$ cat src/rtl/axi4lite_regfile_slave.sv
// AXI4-Lite register file slave: NUM_REGS words with byte strobes, a read-only mask,
// independently buffered AW/W channels and SLVERR/DECERR responses.
module axi4lite_regfile_slave #(
  parameter int                  DATA_WIDTH = 32,
  parameter int                  ADDR_WIDTH = 8,
  parameter int                  NUM_REGS   = 16,
  parameter logic [NUM_REGS-1:0] RO_MASK    = '0
) (
  input  logic                    A_CLK,
  input  logic                    A_RSTn,
  input  logic                    AW_VALID,
  output logic                    AW_READY,
  input  logic [ADDR_WIDTH-1:0]   AW_ADDR,
  input  logic [2:0]              AW_PROT,
  input  logic                    W_VALID,
  output logic                    W_READY,
  input  logic [DATA_WIDTH-1:0]   W_DATA,
  input  logic [DATA_WIDTH/8-1:0] W_STRB,
  output logic                    B_VALID,
  input  logic                    B_READY,
  output logic [1:0]              B_RESP,
  input  logic                    AR_VALID,
  output logic                    AR_READY,
  input  logic [ADDR_WIDTH-1:0]   AR_ADDR,
  input  logic [2:0]              AR_PROT,
  output logic                    R_VALID,
  input  logic                    R_READY,
  output logic [DATA_WIDTH-1:0]   R_DATA,
  output logic [1:0]              R_RESP
);
  localparam int STRB_W = DATA_WIDTH / 8;
  localparam int OFF_W  = $clog2(STRB_W);
  localparam int IDX_W  = ADDR_WIDTH - OFF_W;
  localparam int SEL_W  = (NUM_REGS > 1) ? $clog2(NUM_REGS) : 1;
  localparam logic [IDX_W:0] NUM_REGS_X = (IDX_W + 1)'(NUM_REGS);
  localparam logic [1:0] RESP_OKAY   = 2'b00;
  localparam logic [1:0] RESP_SLVERR = 2'b10;
  localparam logic [1:0] RESP_DECERR = 2'b11;

  logic [DATA_WIDTH-1:0] regs_q [NUM_REGS];
  logic                  aw_full_q, aw_full_d;
  logic [IDX_W-1:0]      aw_idx_q;
  logic                  w_full_q, w_full_d;
  logic [DATA_WIDTH-1:0] w_data_q;
  logic [STRB_W-1:0]     w_strb_q;
  logic                  b_valid_q, b_valid_d;
  logic [1:0]            b_resp_q, b_resp_d;
  logic                  r_valid_q, r_valid_d;
  logic [1:0]            r_resp_q, r_resp_d;
  logic [DATA_WIDTH-1:0] r_data_q, r_data_d;

  logic                  aw_hs, w_hs, ar_hs, commit, wr_en;
  logic [IDX_W-1:0]      ar_idx;
  logic [SEL_W-1:0]      wr_sel, rd_sel;
  logic                  unused_sink;

  function automatic logic in_range(input logic [IDX_W-1:0] idx);
    return {1'b0, idx} < NUM_REGS_X;
  endfunction

  function automatic logic [DATA_WIDTH-1:0] merge_bytes(input logic [DATA_WIDTH-1:0] cur,
                                                        input logic [DATA_WIDTH-1:0] upd,
                                                        input logic [STRB_W-1:0]     strb);
    logic [DATA_WIDTH-1:0] res;
    res = cur;
    for (int b = 0; b < STRB_W; b++) begin
      if (strb[b]) res[8*b +: 8] = upd[8*b +: 8];
    end
    return res;
  endfunction

  // Readies are forced low while reset is asserted, independent of buffer state
  assign AW_READY = A_RSTn & ~aw_full_q;
  assign W_READY  = A_RSTn & ~w_full_q;
  assign AR_READY = A_RSTn & (~r_valid_q | R_READY);

  assign aw_hs  = AW_VALID & AW_READY;
  assign w_hs   = W_VALID & W_READY;
  assign ar_hs  = AR_VALID & AR_READY;
  assign commit = aw_full_q & w_full_q & (~b_valid_q | B_READY);
  assign wr_sel = aw_idx_q[SEL_W-1:0];
  assign ar_idx = AR_ADDR[ADDR_WIDTH-1:OFF_W];
  assign rd_sel = ar_idx[SEL_W-1:0];
  assign wr_en  = commit & in_range(aw_idx_q) & ~RO_MASK[wr_sel];

  assign unused_sink = ^{AW_PROT, AR_PROT, AW_ADDR[OFF_W-1:0], AR_ADDR[OFF_W-1:0]};

  always_comb begin
    aw_full_d = aw_full_q;
    w_full_d  = w_full_q;
    b_valid_d = b_valid_q;
    b_resp_d  = b_resp_q;
    if (aw_hs) aw_full_d = 1'b1;
    if (w_hs) w_full_d = 1'b1;
    if (B_READY) b_valid_d = 1'b0;
    if (commit) begin
      aw_full_d = 1'b0;
      w_full_d  = 1'b0;
      b_valid_d = 1'b1;
      if (!in_range(aw_idx_q))   b_resp_d = RESP_DECERR;
      else if (RO_MASK[wr_sel])  b_resp_d = RESP_SLVERR;
      else                       b_resp_d = RESP_OKAY;
    end
  end

  // Reads sample regs_q before this edge's write lands, so a colliding read sees the old value
  always_comb begin
    r_valid_d = r_valid_q;
    r_resp_d  = r_resp_q;
    r_data_d  = r_data_q;
    if (R_READY) r_valid_d = 1'b0;
    if (ar_hs) begin
      r_valid_d = 1'b1;
      if (in_range(ar_idx)) begin
        r_data_d = regs_q[rd_sel];
        r_resp_d = RESP_OKAY;
      end else begin
        r_data_d = '0;
        r_resp_d = RESP_DECERR;
      end
    end
  end

  always_ff @(posedge A_CLK) begin
    if (!A_RSTn) begin
      aw_full_q <= 1'b0;
      w_full_q  <= 1'b0;
      b_valid_q <= 1'b0;
      b_resp_q  <= RESP_OKAY;
      r_valid_q <= 1'b0;
      r_resp_q  <= RESP_OKAY;
      r_data_q  <= '0;
      for (int i = 0; i < NUM_REGS; i++) regs_q[i] <= '0;
    end else begin
      aw_full_q <= aw_full_d;
      w_full_q  <= w_full_d;
      b_valid_q <= b_valid_d;
      b_resp_q  <= b_resp_d;
      r_valid_q <= r_valid_d;
      r_resp_q  <= r_resp_d;
      r_data_q  <= r_data_d;
      if (wr_en) regs_q[wr_sel] <= merge_bytes(regs_q[wr_sel], w_data_q, w_strb_q);
    end
  end

  // Holding-buffer payloads only matter while their full flag is set
  always_ff @(posedge A_CLK) begin
    if (aw_hs) aw_idx_q <= AW_ADDR[ADDR_WIDTH-1:OFF_W];
    if (w_hs) begin
      w_data_q <= W_DATA;
      w_strb_q <= W_STRB;
    end
  end

  assign B_VALID = b_valid_q;
  assign B_RESP  = b_resp_q;
  assign R_VALID = r_valid_q;
  assign R_RESP  = r_resp_q;
  assign R_DATA  = r_data_q;

endmodule

$ cat config.mk
export PLATFORM = sky130hd
export DESIGN_NAME = axi4lite_regfile_slave
export DESIGN_NICKNAME = d
export VERILOG_FILES = /design/src/rtl/axi4lite_regfile_slave.sv
export SDC_FILE = /design/constraint.sdc
export NUM_CORES = 1
export LEC_CHECK = 0
export CORE_MARGIN = 2
export CORE_UTILIZATION = 65
export DETAILED_ROUTE_END_ITERATION = 10
export PLACE_DENSITY = 0.84
export SYNTH_ARGS = -nofsm -noshare
export SYNTH_HDL_FRONTEND = slang
export SYNTH_SLANG_ARGS = --single-unit
$ cat constraint.sdc
create_clock -name A_CLK -period 6 [get_ports A_CLK]
set_input_delay 0.6 -clock A_CLK [delete_from_list [all_inputs] [get_ports A_CLK]]
set_output_delay 0.6 -clock A_CLK [all_outputs]
set_load 0.02 [all_outputs]
Yosys cells after proc, flatten, opt, wreduce, memory -nomap -nowiden

Memory sizes are Yosys's and may differ from the RTL's. A register that Yosys moved wholly into a read port is not among the register bits.
Index checks and enable logic that the tools add are counted.

Bitwise gates (word level): 18
Equality and inequality tests: 4
Reductions and logical operators: 8
Muxes and demuxes: 29
$lt $le $gt $ge: 3

Operators by type and width:

| cell                 | count |
|---|---|
| $mux W8              | 12 |
| $mux W32             | 2 |
| $reduce_or A32 Y1    | 1 |
| $lt A6 B5 Y1 const B | 2 |
| $mux W4              | 3 |
| $ne A3 B3 Y1 const B | 4 |
| $and A1 B1 Y1        | 10 |
| $mux W1              | 9 |
| $reduce_and A2 Y1    | 4 |
| $mux W2              | 3 |
| $not A1 Y1           | 6 |
| $lt A4 B5 Y1 const B | 1 |
| $reduce_bool A2 Y1   | 2 |
| $or A1 B1 Y1         | 2 |
| $reduce_or A2 Y1     | 1 |

Flip-flop bits (word level): 82
Memory bits (writable): 512
Memory bits (read-only): 16
Memories: 2

Memories:

| memory          | words | bits a word | rd ports | clocked after Yosys merged registers in | wr ports | RTL line | source |
|---|---|---|---|---|---|---|---|
| regs_q          | 16    | 32          | 1        | 0                                       | 16       | 40       | `logic [DATA_WIDTH-1:0] regs_q [NUM_REGS];` |
| (no name shown) | 16    | 1           | 1        | 1                                       | 0        | 101      | `else if (RO_MASK[wr_sel]) b_resp_d = RESP_SLVERR;` |

Longest topological paths before layout

Gate-level depths: netlist of run 1.

Depth after elaboration: 11
Mapped depth: 6

Worst setup path before layout of run 1

No wires, ideal clock.

Path kind: in2reg
From: input A_RSTn
To: register w_data_q[0], enable pin
Data arrival time: 2.108 ns
Path buffers: 1
Setup time: 0.397 ns
Setup slack: 3.496 ns
Stages on the path: 4
Required time: 5.603 ns
Cells stage by stage: buf_4 > inv_1 > nor2_1 > and2_1

Cells in the longest elaborated chain, start to end: 2

Ends and longest elaborated chain:

| what                 | RTL line | source |
|---|---|---|
| start, declared      | 10       | `input logic A_RSTn,` |
| $and A1 B1 Y1        | 74       | `assign W_READY = A_RSTn & ~w_full_q;` |
| via W_READY          | 16       | `output logic W_READY,` |
| $and A1 B1 Y1        | 78       | `assign w_hs = W_VALID & W_READY;` |
| via w_hs             | 52       | `logic aw_hs, w_hs, ar_hs, commit, wr_en;` |
| end signal, assigned | 150      | `w_data_q <= W_DATA;` |
| end, declared        | 44       | `logic [DATA_WIDTH-1:0] w_data_q;` |

The timed path passes the listed nets, and every way through them passes these cells.
A chain may end at the register's enable or synchronous reset.

==> results of run 1 <==
## power groups by stage
stage	Combinational, mW	Clock [mW]	Sequential [mW]
after global routing	0.603	3.63	4.70
after detailed placement	0.563	0	4.77
after floorplan	0.361	0	4.76
final	0.576	3.46	4.69
after CTS	0.570	3.46	4.69
after global placement	0.549	0	4.76
## state kept, by name, indices dropped and copies added, names as in the netlist
signal     cells
aw_idx_q       6
R_DATA        32
B_RESP         1
R_VALID        1
w_full_q       1
R_RESP         1
w_data_q      32
aw_full_q      1
B_VALID        1
regs_q       512
w_strb_q       4
## worst max-delay path: cells and delay by family
family          cells  cell delay, ps
compound gates      1            1040
simple gates        2            1220
buf+inv             2             940
## area by class of cell
class / instances / area, um^2 / area share (%)
flip-flops and latches: 592 / 17400 / 59.9
repair buffers: 170 / 1520 / 5.24
clock buffers: 91 / 1690 / 5.82
inverters: 34 / 128 / 0.440
clock inverters: 15 / 91.3 / 0.315
well taps: 525 / 657 / 2.26
multi-input cells: 888 / 7550 / 26.0
## logic make-up after synthesis
family	after synthesis	synth area share, %
buffers and inverters	245	4.34
AO/OA/AOI/OAI	136	3.41
flip-flops	592	66.7
multiplexers	192	13.5
AND/OR/NAND/NOR	560	12.0
## metal layers
layer / routed length [um] / global-route usage (%) / vias up / share of wire, %
met5: 0 / 0 / - / 0
met4: 2410 / 13.0 / 0 / 3.7
met3: 7690 / 6.03 / 167 / 12
met2: 32200 / 51.2 / 1193 / 50
met1: 22300 / 43.6 / 8118 / 35
li1: - / - / 6877 / -
## Yosys cell counts, types with 2 or more instances
cell type,n
nand2_1,10
buf_4,13
nor3_1,462
mux2i_1,64
o211ai_1,33
buf_1,9
mux4_2,128
nand3_1,6
and2_1,7
inv_1,33
nor3_2,50
nand2b_1,2
nor2b_1,5
nand4_4,4
clkbuf_1,129
nor2_1,9
buf_6,14
o221ai_1,32
buf_2,46
dfxtp_1,38
nand4_1,2
edfxtp_1,554
o21ai_0,65
a21oi_1,4
## how the worst max path moves through the flow
| stage | from | to | slack (ps) |
|---|---|---|---|
| finish | B_READY | regs_q[7][29] | 2370 |
| global route | B_READY | regs_q[7][29] | 2160 |
| CTS | B_READY | regs_q[2][28] | 2410 |
| detailed placement | B_READY | regs_q[2][25] | 1780 |
| global placement | B_READY | regs_q[2][26] | 1940 |
| floorplan | A_RSTn | w_data_q[0] | 3500 |
## per-stage QoR
stage / std cells / hold WS, ps / instance area (um^2) / setup slack (ps)
3_5_place_dp: 2207 / 496 / 27200 / 1780
5_1_grt: 2315 / 521 / 29000 / 2160
2_1_floorplan: 1725 / 458 / 26100 / 3500
6_report: 2315 / 496 / 29000 / 2370
3_3_place_gp: 2207 / 478 / 27200 / 1940
4_1_cts: 2313 / 506 / 29000 / 2410
## cells in the final DEF (no fill, tap or decap), drive strengths merged, types with 2 or more instances in the layout
cell           Yosys  layout
a21oi              4       4
and2               7       7
buf               82      77
clkbuf           129      93
clkdlybuf4s50      0      91
clkinv             1      14
dfxtp             38      38
edfxtp           554     554
inv               33      33
mux2i             64      64
mux4             128     128
nand2             10      10
nand2b             2       2
nand3              6       6
nand4              6       6
nor2              10      10
nor2b              5       5
nor3             512     512
o211ai            33      33
o21ai             65      65
o221ai            32      32
==> summary.md, run 1 <==
| Metric | Value |
|---|---|
| Status | `finished, final reports clean` |
| CTS tree | `built` |
| CP Launch Type | `input port` |
| Cells after Synth | `1725` |
| Total power | `8.73 mW` |
| Global route overflow | `0` |
| Die area | `41700 um^2` |
| DP HPWL | `36800 um` |
| IO Pins | `106` |
| Ant diodes | `0` |
| TritonCTS Sinks | `592` |
| Worst vdd ir | `0.252 mV` |
| Detailed-route wire length | `64600 um` |
| Hold Path Stages | `2` |
| Combinational share of power | `6.6%` |
| Rows | `73` |
| Gr usage total | `31.8%` |
| Clock power frac | `39.7%` |
| Setup TNS | `0 ps` |
| Area contributors post-synth | `edfxtp_1 (64%), mux4_2 (11%), nor3_1 (8.9%)` |
| YS warnings | `0` |
| Iteration-0 DRC Markers | `2408` |
| RSZ-0062 raised after global routing | `no` |
| Maximum capacitance violations | `0` |
| Fin. Hold Viols | `0` |
| Reg clk slew, reported paths | `60 ps` |
| Worst-case reg-to-reg path depth | `4` |
| Vias in the first global route | `16458` |
| Drt via density | `7.06` |
| Final Max Slew Viols | `0` |
| Min cycle time layout | `3630 ps` |
| Clk buf depth | `3` |
| Post-CTS Setup Bufs | `0` |
| Final period util | `60.5%` |
| Worst reg2reg setup slack | `2480 ps` |
| Net Sw Frac | `21.9%` |
| DRT Pass-1 Iters | `6` |
| Number of I/O port buffers | `95` |
| Worst r2r src | `aw_full_q` |
| Initial antenna violation count | `0` |
| Die W | `204 um` |
| Worst path required time | `6220 ps` |
| Power Density | `301 nW/um^2` |
| DR WL/cell | `27.9 um` |
| Share of cells above drive strength 1 | `18.8%` |
| CTS resizes | `0` |
| WS Path Type | `input port to flip-flop` |
| Worst-Margin Slew | `1390 ps` |
| Worst hold path class | `flip-flop to flip-flop` |
| Crit path largest cell delay | `1040 ps` |
| Cell taking the most area after synthesis | `edfxtp_1` |
| GPL Wtd Cong | `0.795` |
| Flops & latches, synth | `592` |
| Fin util | `73.2%` |
| FMAX | `275 MHz` |
| DR vias | `16355` |
| Post-synthesis cell area | `26100 um^2` |
| Cell Chain, Critical Path | `clkdlybuf4s50_1 -> nand2b_1 -> nand4_4 -> buf_4 -> o21ai_0` |
| Crit path capture type | `flip-flop` |
| Total CTS buffers | `58` |
| Switching power | `1.91 mW` |
| Worst EP arrival | `3850 ps` |
| Nets | `1809` |
| Synth unique cells | `30` |
| Crit Path Max Fanout | `52` |
| Htree depth | `2` |
| Syn nets | `1790` |
| First-pass GRT wire length | `97900 um` |
| Slew margin rel. | `6.22%` |
| Power Internal | `6.82 mW` |
| EDFF count, synth | `554` |
| Hold_sp | `w_full_q` |
| Clk Latency, worst-skew pair | `620 ps` |
| Die Y | `204 um` |
| Final setup fails | `0` |
| Yosys top cell area share | `63.8%` |
| Syn avg cell area | `15.1 um^2` |
| Area grow syn2layout | `11.4%` |
| Routed Antenna Nets | `0` |
| Post-CTS Hold Fix Bufs | `0` |
| RR Endpoint | `regs_q[7][29]` |
| Synth Flop Type | `edfxtp_1` |
| Remaining DRCs | `0` |
| Core area | `39600 um^2` |
| Ys async rst share | `0%` |
| Static Leak | `9.27 nW` |
| Share of the yosys chip area belonging to registers | `66.7%` |
| Largest net degree at the start of global routing | `85` |
| Fillers | `2352` |
| Starting density of the core | `65.8%` |
| Clk root buf | `clkbuf_16` |
| Hold Path Sink | `B_VALID` |
| Slowest cell on crit path | `o21ai_0` |
| Layout Skew | `19.7 ps` |
| Reg power frac | `53.7%` |
(Power assumes the default switching activity.)
==> run 2, diff against run 1 <==
--- a/config.mk
+++ b/config.mk
@@ -6,9 +6,9 @@
 export NUM_CORES = 1
 export LEC_CHECK = 0
 export CORE_MARGIN = 2
-export CORE_UTILIZATION = 65
+export CORE_UTILIZATION = 61
 export DETAILED_ROUTE_END_ITERATION = 10
-export PLACE_DENSITY = 0.84
+export PLACE_DENSITY = 0.8
 export SYNTH_ARGS = -nofsm -noshare
 export SYNTH_HDL_FRONTEND = slang
 export SYNTH_SLANG_ARGS = --single-unit
==> constraint.sdc (replaced) <==
create_clock -name A_CLK -period 3.6 [get_ports A_CLK]
set_input_delay 0.36 -clock A_CLK [delete_from_list [all_inputs] [get_ports A_CLK]]
set_output_delay 0.36 -clock A_CLK [all_outputs]
set_load 0.02 [all_outputs]
==> summary.md, run 2 (synthesis results as in run 1) <==
| Metric | Value |
|---|---|
| Worst vdd ir | `0.386 mV (was 0.252 mV)` |
| Vias in the first global route | `16264 (was 16458)` |
| Cell Chain, Critical Path | `and2_1 -> nand4_4 -> o21ai_0 -> buf_4 (was clkdlybuf4s50_1 -> nand2b_1 -> nand4_4 -> buf_4 -> o21ai_0)` |
| Most frequent cells in the layout | `edfxtp_1 (554), nor3_1 (462), buf_4 (159), mux4_2 (128), clkdlybuf4s50_1 (91) (was edfxtp_1 (554), nor3_1 (462), mux4_2 (128), clkdlybuf4s50_1 (91), buf_4 (76))` |
| Post-CTS Hold Fix Bufs | `0 (unchanged)` |
| Remaining DRCs | `0 (unchanged)` |
| Share of cells above drive strength 1 | `22.9% (was 18.8%)` |
| FMAX | `372 MHz` |
| Ant diodes | `0 (unchanged)` |
| Total power | `14.7 mW (was 8.73 mW)` |
| Status | `finished, final reports clean (unchanged)` |
| Routed Antenna Nets | `0 (unchanged)` |
| IO Pins | `106 (unchanged)` |
| DP HPWL | `38100 um (was 36800 um)` |
| Fillers | `2622 (was 2352)` |
| Iteration-0 DRC Markers | `2006 (was 2408)` |
| DR WL/cell | `26.0 um (was 27.9 um)` |
| Clk buf depth | `3 (unchanged)` |
| Cell family with most CP delay | `simple AND/OR/NAND/NOR gates (unchanged)` |
| Die W | `211 um (was 204 um)` |
| Reg power frac | `53.1% (was 53.7%)` |
| Fin cells | `2414 (was 2315)` |
| Dpl cell area | `28000 um^2 (was 27200 um^2)` |
| CTS resizes | `0 (unchanged)` |
| DRT Pass-1 Iters | `6 (unchanged)` |
| GPL Wtd Cong | `0.807 (was 0.795)` |
| RSZ-0062 raised after global routing | `no (unchanged)` |
| WS Path Type | `flip-flop to flip-flop (was input port to flip-flop)` |
| Final Max Slew Viols | `0 (unchanged)` |
| DR vias | `16267 (was 16355)` |
| Htree depth | `2 (unchanged)` |
| Largest register FFs | `512 (unchanged)` |
| Die Y | `211 um (was 204 um)` |
| Net Sw Frac | `21.5% (was 21.9%)` |
| Slew margin rel. | `36.4% (was 6.22%)` |
| Buf/Inv on CP | `1 (was 2)` |
| Rows | `75 (was 73)` |
| Worst hold path class | `input port to flip-flop (was flip-flop to flip-flop)` |
| TritonCTS Sinks | `592 (unchanged)` |
| Clock power frac | `40.1% (was 39.7%)` |
| Drt via density | `6.74 (was 7.06)` |
| Number of I/O port buffers | `95 (unchanged)` |
| Nets | `1893 (was 1809)` |
| Starting density of the core | `62.0% (was 65.8%)` |
| Combinational share of power | `6.9% (was 6.6%)` |
| First-pass GRT wire length | `94300 um (was 97900 um)` |
| Fin. Hold Viols | `0 (unchanged)` |
| Pre-CTS WS | `446 ps (was 1780 ps)` |
| Placed cell count | `2308 (was 2207)` |
| Power Density | `493 nW/um^2 (was 301 nW/um^2)` |
| Fin util | `70.9% (was 73.2%)` |
| Crit path capture type | `flip-flop (unchanged)` |
| Worst-Margin Slew | `952 ps (was 1390 ps)` |
| Clk root buf | `clkbuf_16 (unchanged)` |
| Worst EP arrival | `3010 ps (was 3850 ps)` |
| Final setup fails | `0 (unchanged)` |
| Clk Latency, worst-skew pair | `610 ps (was 620 ps)` |
| CP Launch Type | `flip-flop (was input port)` |
| CTS tree | `built (unchanged)` |
| Core area | `42000 um^2 (was 39600 um^2)` |
| Worst path required time | `3920 ps (was 6220 ps)` |
| Area grow syn2layout | `14.3% (was 11.4%)` |
| Total CTS buffers | `57 (was 58)` |
| Largest net degree at the start of global routing | `73 (was 85)` |
| Min cycle time layout | `2690 ps` |
| Slowest cell on crit path | `o21ai_0 (unchanged)` |
| Setup TNS | `0 ps (unchanged)` |
| Fin area | `29800 um^2 (was 29000 um^2)` |
| Gr usage total | `28.6% (was 31.8%)` |
| Power Internal | `11.5 mW (was 6.82 mW)` |
| Crit path largest cell delay | `860 ps (was 1040 ps)` |
| Commonest non-fill, non-tap cell in the layout | `edfxtp_1 (unchanged)` |
| Final period util | `74.7%` |
| Detailed-route wire length | `62700 um (was 64600 um)` |
| WHS | `301 ps (was 496 ps)` |
| Global route overflow | `0 (unchanged)` |
| Static Leak | `9.72 nW (was 9.27 nW)` |
| Final WS setup | `911 ps (was 2370 ps)` |
| Crit Path Max Fanout | `23 (was 52)` |
| Initial antenna violation count | `0 (unchanged)` |
| Post-CTS Setup Bufs | `0 (unchanged)` |
| Maximum capacitance violations | `0 (unchanged)` |
| Die area | `44400 um^2 (was 41700 um^2)` |
| Switching power | `3.16 mW (was 1.91 mW)` |
| Layout Skew | `7.99 ps (was 19.7 ps)` |
| Reg clk slew, reported paths | `60 ps (about the same)` |
| Biggest register | `regs_q (unchanged)` |
run 2: changes by cell type in the layout (fill, tap and decap cells not counted), moves of 2 or more:
cell,change
clkinv_1,+3
buf_4,+83
buf_12,+3
bufinv_16,+3
clkbuf_1,-9
nand3_2,+2
o21ai_1,-3
clkbuf_16,-2
clkinv_2,+2
o21ai_0,+3
nand3_1,-2
run 2: cell type report:
class	count	area (um^2)	area share, %
clock buffers	81	1620	5.43
flip-flops and latches	592	17400	58.4
inverters	34	128	0.428
multi-input cells	888	7560	25.4
clock inverters	25	220	0.739
well taps	539	674	2.26
repair buffers	255	2200	7.38
run 2: power by group through the flow:
stage / Sequential, mW / Combinational [mW] / Clock (mW)
final: 7.80 / 1.01 / 5.89
after floorplan: 7.93 / 0.602 / 0
after global placement: 7.93 / 0.978 / 0
after CTS: 7.80 / 1.01 / 5.92
after detailed placement: 7.94 / 0.999 / 0
after global routing: 7.81 / 1.06 / 6.18
run 2: path summary, 6_finish.rpt:
kind	from	end	slack, ps	cells after the start
worst max-delay path	aw_full_q	regs_q[10][13]	910	4
worst min-delay path	W_DATA[19]	w_data_q[19]	300	1
worst max register to register	aw_full_q	regs_q[10][13]	910	4
worst min register to register	R_DATA[13]	R_DATA[13]	510	2
run 2: routing by layer:
layer / wire length (um) / global-route usage [%] / part of all wire (%) / vias to the layer above
li1: - / - / - / 7030
met1: 22800 / 39.0 / 36 / 8000
met2: 30800 / 46.5 / 49 / 1088
met3: 7160 / 5.31 / 11 / 149
met4: 1950 / 11.2 / 3.1 / 0
met5: 0 / 0 / 0 / -
